==> src/rtl/adc_seq_pkg.sv <==
// Shared definitions for the ADC sequencer: state encoding and default sizing.
package adc_seq_pkg;

  localparam int DEF_DATA_W   = 16;
  localparam int DEF_NUM_CH   = 8;
  localparam int DEF_CONV_CYC = 4;
  localparam int DEF_RD_CYC   = 2;
  localparam int DEF_TIMEOUT  = 255;

  localparam logic [2:0] ST_IDLE      = 3'd0;
  localparam logic [2:0] ST_CONV      = 3'd1;
  localparam logic [2:0] ST_WAIT_BUSY = 3'd2;
  localparam logic [2:0] ST_READ      = 3'd3;
  localparam logic [2:0] ST_OUT       = 3'd4;
  localparam logic [2:0] ST_DONE      = 3'd5;

  typedef enum logic [2:0] {
    S_IDLE      = ST_IDLE,
    S_CONV      = ST_CONV,
    S_WAIT_BUSY = ST_WAIT_BUSY,
    S_READ      = ST_READ,
    S_OUT       = ST_OUT,
    S_DONE      = ST_DONE
  } state_e;

  // Largest of three values, used to size the shared cycle counter.
  function automatic int maxOf3(input int a, input int b, input int c);
    int m;
    m = (a > b) ? a : b;
    return (m > c) ? m : c;
  endfunction

endpackage

==> src/rtl/adc_seq_ctrl_start_edge.sv <==
// START rising-edge detector. An edge only counts once START has been seen low
// since reset, so a trigger already high when reset releases cannot launch.
module start_edge (
  input  logic CLK,
  input  logic RST_N,
  input  logic start_i,
  output logic edge_o
);

  logic start_q;
  logic armed_q;

  // Remember last START level and arm the detector after the first low sample.
  always_ff @(posedge CLK or negedge RST_N) begin
    if (!RST_N) begin
      start_q <= 1'b0;
      armed_q <= 1'b0;
    end else begin
      start_q <= start_i;
      if (!start_i) begin
        armed_q <= 1'b1;
      end
    end
  end

  assign edge_o = start_i & ~start_q & armed_q;

endmodule

==> src/rtl/adc_seq_ctrl.sv <==
// Sequencer for a parallel-output ADC: converts and reads NUM_CH samples per
// START edge and streams them out with a valid/ready handshake.
module adc_seq_ctrl
  import adc_seq_pkg::*;
#(
  parameter int DATA_W   = DEF_DATA_W,
  parameter int NUM_CH   = DEF_NUM_CH,
  parameter int CONV_CYC = DEF_CONV_CYC,
  parameter int RD_CYC   = DEF_RD_CYC,
  parameter int TIMEOUT  = DEF_TIMEOUT,
  localparam int CH_W    = $clog2(NUM_CH)
) (
  input  logic              CLK,
  input  logic              RST_N,
  input  logic              START,
  input  logic              ADC_BUSY,
  input  logic [DATA_W-1:0] ADC_DATA,
  output logic              ADC_CONVST,
  output logic              ADC_CS_N,
  output logic              ADC_RD_N,
  output logic              M_VALID,
  input  logic              M_READY,
  output logic [DATA_W-1:0] M_DATA,
  output logic [CH_W-1:0]   M_CH,
  output logic              BUSY,
  output logic              DONE,
  output logic              ERR
);

  localparam int CNT_MAX = maxOf3(CONV_CYC, RD_CYC, TIMEOUT);
  localparam int CNT_W   = $clog2(CNT_MAX + 1);

  localparam logic [CNT_W-1:0] CONV_LAST = CNT_W'(CONV_CYC - 1);
  localparam logic [CNT_W-1:0] RD_LAST   = CNT_W'(RD_CYC - 1);
  localparam logic [CNT_W-1:0] TO_LAST   = CNT_W'(TIMEOUT - 1);
  localparam logic [CH_W-1:0]  CH_LAST   = CH_W'(NUM_CH - 1);

  state_e            state_q, state_d;
  logic [CNT_W-1:0]  cycCnt_q, cycCnt_d;
  logic [CH_W-1:0]   chan_q, chan_d;
  logic [DATA_W-1:0] data_q, data_d;
  logic              err_q, err_d;
  logic              startEdge;

  start_edge uStartEdge (
    .CLK     (CLK),
    .RST_N   (RST_N),
    .start_i (START),
    .edge_o  (startEdge)
  );

  // State, counters, captured sample and error flag.
  always_ff @(posedge CLK or negedge RST_N) begin
    if (!RST_N) begin
      state_q  <= S_IDLE;
      cycCnt_q <= '0;
      chan_q   <= '0;
      data_q   <= '0;
      err_q    <= 1'b0;
    end else begin
      state_q  <= state_d;
      cycCnt_q <= cycCnt_d;
      chan_q   <= chan_d;
      data_q   <= data_d;
      err_q    <= err_d;
    end
  end

  // Next-state logic and converter/stream controls decoded from the state.
  always_comb begin
    state_d    = state_q;
    cycCnt_d   = cycCnt_q;
    chan_d     = chan_q;
    data_d     = data_q;
    err_d      = err_q;
    ADC_CONVST = 1'b0;
    ADC_CS_N   = 1'b1;
    ADC_RD_N   = 1'b1;
    M_VALID    = 1'b0;
    BUSY       = 1'b1;
    DONE       = 1'b0;

    case (state_q)
      S_IDLE: begin
        BUSY = 1'b0;
        if (startEdge) begin
          state_d  = S_CONV;
          cycCnt_d = '0;
          chan_d   = '0;
          err_d    = 1'b0;
        end
      end

      S_CONV: begin
        ADC_CONVST = 1'b1;
        if (cycCnt_q == CONV_LAST) begin
          state_d  = S_WAIT_BUSY;
          cycCnt_d = '0;
        end else begin
          cycCnt_d = cycCnt_q + CNT_W'(1);
        end
      end

      S_WAIT_BUSY: begin
        if (!ADC_BUSY) begin
          state_d  = S_READ;
          cycCnt_d = '0;
        end else if (cycCnt_q == TO_LAST) begin
          state_d  = S_DONE;
          cycCnt_d = '0;
          err_d    = 1'b1;
        end else begin
          cycCnt_d = cycCnt_q + CNT_W'(1);
        end
      end

      S_READ: begin
        ADC_CS_N = 1'b0;
        ADC_RD_N = 1'b0;
        if (cycCnt_q == RD_LAST) begin
          data_d   = ADC_DATA;
          state_d  = S_OUT;
          cycCnt_d = '0;
        end else begin
          cycCnt_d = cycCnt_q + CNT_W'(1);
        end
      end

      S_OUT: begin
        ADC_CS_N = 1'b0;
        M_VALID  = 1'b1;
        if (M_READY) begin
          if (chan_q == CH_LAST) begin
            state_d = S_DONE;
          end else begin
            chan_d  = chan_q + CH_W'(1);
            state_d = S_READ;
          end
        end
      end

      S_DONE: begin
        DONE    = 1'b1;
        state_d = S_IDLE;
      end

      default: begin
        state_d = S_IDLE;
      end
    endcase
  end

  assign M_DATA = data_q;
  assign M_CH   = chan_q;
  assign ERR    = err_q;

endmodule
==> config.mk <==
export PLATFORM = sky130hd
export DESIGN_NAME = adc_seq_ctrl
export DESIGN_NICKNAME = d
export VERILOG_FILES = /design/src/rtl/adc_seq_pkg.sv /design/src/rtl/adc_seq_ctrl_start_edge.sv /design/src/rtl/adc_seq_ctrl.sv
export SDC_FILE = /design/constraint.sdc
export NUM_CORES = 1
export LEC_CHECK = 0
export CAP_MARGIN = 20
export CORE_ASPECT_RATIO = 0.6
export CORE_UTILIZATION = 44
export DETAILED_ROUTE_END_ITERATION = 7
export PLACE_DENSITY = 0.74
export RECOVER_POWER = 100
export SLEW_MARGIN = 40
export SYNTH_ARGS = -nofsm -noshare
export SYNTH_HDL_FRONTEND = slang
export SYNTH_SLANG_ARGS = --single-unit
==> constraint.sdc <==
create_clock -name CLK -period 2.11 [get_ports CLK]
set_clock_uncertainty 0.1 [all_clocks]
set_input_delay 0.3165 -clock CLK [delete_from_list [all_inputs] [get_ports CLK]]
set_output_delay 0.3165 -clock CLK [all_outputs]
set_load 0.02 [all_outputs]
# == Yosys cells after proc, flatten, opt, wreduce, memory -nomap -nowiden ==
# Cells that the tools add are included.
# word_totals
register_bits,33
wordCells,67
# classes
addsub,2
eq_ne,17
muxes,28
n_bitwise,3
reduce_logical,10
# ops
cell,count
$mux W8,5
$pmux W8 S4,1
$mux W3,10
$pmux W3 S5,1
$ne A2 B2 Y1 const B,7
$eq A3 B3 Y1 const B,3
$mux W1,9
$add A8 B1 Y8 const B,1
$eq A8 B1 Y1 const B,1
$eq A8 B2 Y1 const B,1
$eq A8 B8 Y1 const B,1
$reduce_and A4 Y1,2
$eq A3 B2 Y1 const B,2
$pmux W3 S2,1
$reduce_and A5 Y1,1
$reduce_and A2 Y1,2
$reduce_bool A2 Y1,2
$reduce_bool A4 Y1,1
$add A3 B1 Y3 const B,1
$eq A3 B1 Y1 const B,1
$logic_not A3 Y1,1
$ne A3 B3 Y1 const B,1
$and A1 B1 Y1,2
$pmux W1 S2,1
2 further kinds,2

# == Depth between registers and ports, before layout ==
# logic_depth
word_depth,5
mapped_depth,6
depth_no_buf,6

# == Hierarchy ==
# A second synthesis with hierarchy kept.
# hier_totals
cells_unflattened,149
hier_area_um2,1767.9
# modules_own_cells
module,instances,cells_each,area_each_um2,seq_area_each_um2
adc_seq_ctrl,1,145,1702.9,775.7
start_edge,1,4,65.1,50.0

# == Worst setup path before layout ==
# Ideal clock, no wire load.
# synth_path
path_type,flip-flop to flip-flop
from,register state_q[0]
to,register state_q[0]
setup_time_ns,0.128
arrival_time_ns,1.633
slack_ns,0.249
path_stages_with_launch,7
n_path_buf,1
period_less_slack_ns,1.861
cell_sequence,dfrtp_1 buf_2 and3_1 inv_1 a31oi_2 nor3_4 mux2_1
# synth_between
elab_chain_len,3
# synth_lines
item,line_no,text
from (decl),adc_seq_ctrl.sv:38,"state_e state_q, state_d;"
from (signal assigned),adc_seq_ctrl.sv:61,state_q <= state_d;
"$eq A3 B2 Y1, or another cell as far along",adc_seq_ctrl.sv:83,case (state_q)
$ne A3 B3 Y1 (no line) / $ne A2 B2 Y1 (equally long branches),-,
$reduce_and A5 Y1 (no line),-,
# Parallel ways exist; a longest one is shown, timed or not.
# A chain may end at the register's enable or synchronous reset.

# == Final worst setup path ==
# layout_path
from,register cycCnt_q[6]
to,register state_q[0]
# layout_between
elab_chain_len,3
# layout_lines
item,line_no,text
from (decl),adc_seq_ctrl.sv:39,"logic [CNT_W-1:0] cycCnt_q, cycCnt_d;"
from (signal assigned),adc_seq_ctrl.sv:62,cycCnt_q <= cycCnt_d;
"$eq A8 B8 Y1, or another cell as far along",adc_seq_ctrl.sv:108,end else if (cycCnt_q == TO_LAST) begin
$ne A3 B3 Y1 (no line) / $ne A2 B2 Y1 (equally long branches),-,
$reduce_and A5 Y1 (no line) (*),-,
# Mark *: on every way between the ends. The rest lies on a longest branch, timed or not.

==> impl_metrics.csv <==
group,metric,value,unit
worst_setup_path,cp.arrival,2090,ps
power,powerDensity,1335,mW/mm^2
clocking,path_clk_slew,60,ps
power,ir_worst_vdd,0.0007281,V
sta,fmax,0.4926,GHz
synthesis,ys.warnings.count,0,
final_layout,final_common_cell,"dfrtp_1",
power,switching_share,0.3977,
synthesis,ys_async_sr_fraction,1.000,
sta,rsz0062_at_grt,"no",
job,drv_cap,0,
synthesis,syn_area,0.001627,mm^2
drt,ant_nets,0,
power,seqPwrFrac,0.353,
final_layout,fillCellCount,262,
sta,finalSetupViolations,0,
clocking,htree_levels,2,
sta,fin_crit_sh,0.9620,
clocking,hold_buffers,0,
drt,routed_wl,3.521,mm
grt,grt_pass1_vias,1133,
drt,vias,1287,
sta,drv_slew,0,
sta,period_needed,2030,ps
final_layout,postLayoutCoreUtil,0.6594,
worst_setup_path,slowest_delay,450,ps
synthesis,synthCells,146,
synthesis,synth-seq-cells,33,
grt,grt_use_total,0.1906,
grt,grt_pass1_wl,5.651,mm
drt,firstDrtPassIters,4,
sta,hold_viol,0,
worst_setup_path,cp-end-kind,"register",
clocking,ctsRootBufferMaster,"clkbuf_8",
placement,postPlaceCellArea,0.002157,mm^2
final_layout,layout_common_cells,"dfrtp_1, dlygate4sd3_1, clkdlybuf4s50_1",
floorplan,io_pins,47,
synthesis,syn_nets,172,
final_layout,areaGrowthSynthToFinish,37.15,%
placement,place_hpwl,2.622,mm
synthesis,synthDistinctLibCells,40,
worst_setup_path,worst_ep_required_time,2170,ps
drt,dr.first_iter.drc_count,63,
sta,relSlewSlack,0.4540,
floorplan,dieArea,0.003952,mm^2
final_layout,stdcell_count,245,
clocking,cts_tree,"done",
sta,fin_hold_ws,382.8,ps
placement,io_buffers,46,
worst_setup_path,path_max_fanout,5,
final_layout,final_nets,225,
worst_setup_path,path_cells,"nor4_4 -> a311oi_2 -> nor3_4 -> mux2_1",
floorplan,start_util,0.4808,
outcome,status,"completed",
placement,gp_congestion,0.8987,
synthesis,avgSynthCellArea,11.14,um^2
worst_setup_path,critPathTopFamily,"simple AND/OR/NAND/NOR gates",
drt,via_per_inst,5.253,
sta,fin_tns_setup,0,ps
power,switching_power,1184,uW
clocking,post_cts_buffers,0,
drt,drc,0,
clocking,clock-sinks,33,
final_layout,antenna_cells,0,
synthesis,yosysSeqAreaShare,0.5077,
grt,grt_antenna_before_repair,0,
worst_setup_path,cp_slowest_cell,"dfrtp_1",
clocking,numCtsBuffers,5,
clocking,clk_latency,280,ps
worst_setup_path,critPathBufInv,0,
final_layout,stdcell_area,0.002231,mm^2
power,p_int,1794,uW
floorplan,core_area,0.003383,mm^2
worst_setup_path,critPathLaunchType,"register",
power,p_comb_frac,0.500,
min_path,hp-class,"register to register",
synthesis,ys.flop_type,"dfrtp_1",
grt,grt_max_degree,34,
final_layout,drive_gt1_frac,0.1700,
floorplan,rows,16,
clocking,cts_max_path_buffers,2,
drt,wl_per_cell,14.37,um
sta,worst_pin_slew,818.9,ps
worst_setup_path,crit_type,"register to register",
floorplan,die_x,80.50,um
power,leakage,0.0009713,uW
placement,place_inst,237,
synthesis,synth-edff-count,0,
power,p_clk_frac,0.147,
grt,grt-ovfl-total,0,
floorplan,die_h,49.10,um
-- stage by stage --
| stage | total power [uW] | setup WS (ps) |
|---|---|---|
| 6_report | 2978 | 80.11 |
| 5_1_grt | 3178 | 19.48 |
| 4_1_cts | 3079 | 4.266 |
| 3_5_place_dp | 2648 | 101.1 |
| 3_3_place_gp | 2594 | 159.7 |
| 2_1_floorplan | 1951 | 249.0 |
-- per-layer routing --
| layer | global-route usage | part of all wire | wire [um] | up-vias |
|---|---|---|---|---|
| li1 | - | - | - | 631 |
| met1 | 0.2854 | 0.51 | 1794 | 613 |
| met2 | 0.2613 | 0.42 | 1464 | 38 |
| met3 | 0.05607 | 0.064 | 225 | 5 |
| met4 | 0.06250 | 0.011 | 38 | 0 |
| met5 | 0 | 0 | 0 | - |
-- path summary, 6_finish.rpt --
check,from,endpoint,slack (ps),depth (start not counted)
setup / recovery,cycCnt_q[6],state_q[0],80,4
hold / removal,uStartEdge.armed_q,uStartEdge.armed_q,380,1
setup reg to reg,cycCnt_q[6],state_q[0],80,4
hold reg to reg,uStartEdge.armed_q,uStartEdge.armed_q,380,1
max in group asynchronous,RST_N,cycCnt_q[1],830,2
min in group asynchronous,RST_N,M_DATA[4],560,2
-- timing repair --
action | in CTS | in global routing
endpoints found under the setup margin | 5 | 2
pin swaps | 0 | 1
resized for setup | 6 | 2
-- cells by family (layout without fill, tap and decap cells) --
| family | Yosys count | count (layout) | synth area share |
|---|---|---|---|
| AND/OR/NAND/NOR | 50 | 50 | 0.1715 |
| flip-flops | 33 | 33 | 0.5077 |
| AO/OA/AOI/OAI | 26 | 26 | 0.1169 |
| multiplexers | 18 | 18 | 0.1238 |
| buffers and inverters | 12 | 66 | 0.03077 |
| adder cells (fa/ha/maj) | 5 | 5 | 0.03846 |
| XOR/XNOR | 2 | 2 | 0.01077 |
-- layout make-up --
cell class	instances	area, um^2	area share
well taps	45	56.30	0.02524
multi-input cells	101	750.7	0.3365
clock inverters	2	10.01	0.004487
flip-flops and latches	33	825.8	0.3702
inverters	7	26.28	0.01178
repair buffers	51	489.2	0.2193
clock buffers	6	72.57	0.03253
-- Yosys cell counts (2+ instances only) --
cell type / instances / area share
inv_1: 7 / 0.016
nor2_1: 15 / 0.035
mux2_1: 2 / 0.014
a22o_1: 3 / 0.016
nand2b_1: 4 / 0.015
mux2_2: 15 / 0.10
nand3b_1: 2 / 0.0092
dfrtp_1: 33 / 0.51
nand2_1: 12 / 0.028
buf_2: 4 / 0.012
nand3_1: 3 / 0.0092
a31oi_1: 2 / 0.0077
o32ai_1: 2 / 0.011
a21oi_1: 3 / 0.0092
nor3_1: 3 / 0.0092
ha_1: 5 / 0.038
o21ai_0: 7 / 0.022
or3_1: 2 / 0.0077
-- power by group through the flow --
stage / Combinational (uW) / Clock, uW / Sequential (uW)
2_1_floorplan: 724 / 0 / 1230
3_3_place_gp: 1550 / 0 / 1040
3_5_place_dp: 1580 / 0 / 1060
4_1_cts: 1570 / 458 / 1060
5_1_grt: 1610 / 487 / 1080
6_report: 1490 / 438 / 1050
-- flip-flops by register name (all words and copies together), names as in the netlist --
name and flops:
M_DATA 16, cycCnt_q 8, M_CH 3, state_q 3, ERR 1, uStartEdge.armed_q 1
uStartEdge.start_q 1
No activity file was read; power rests on OpenSTA's default activity.
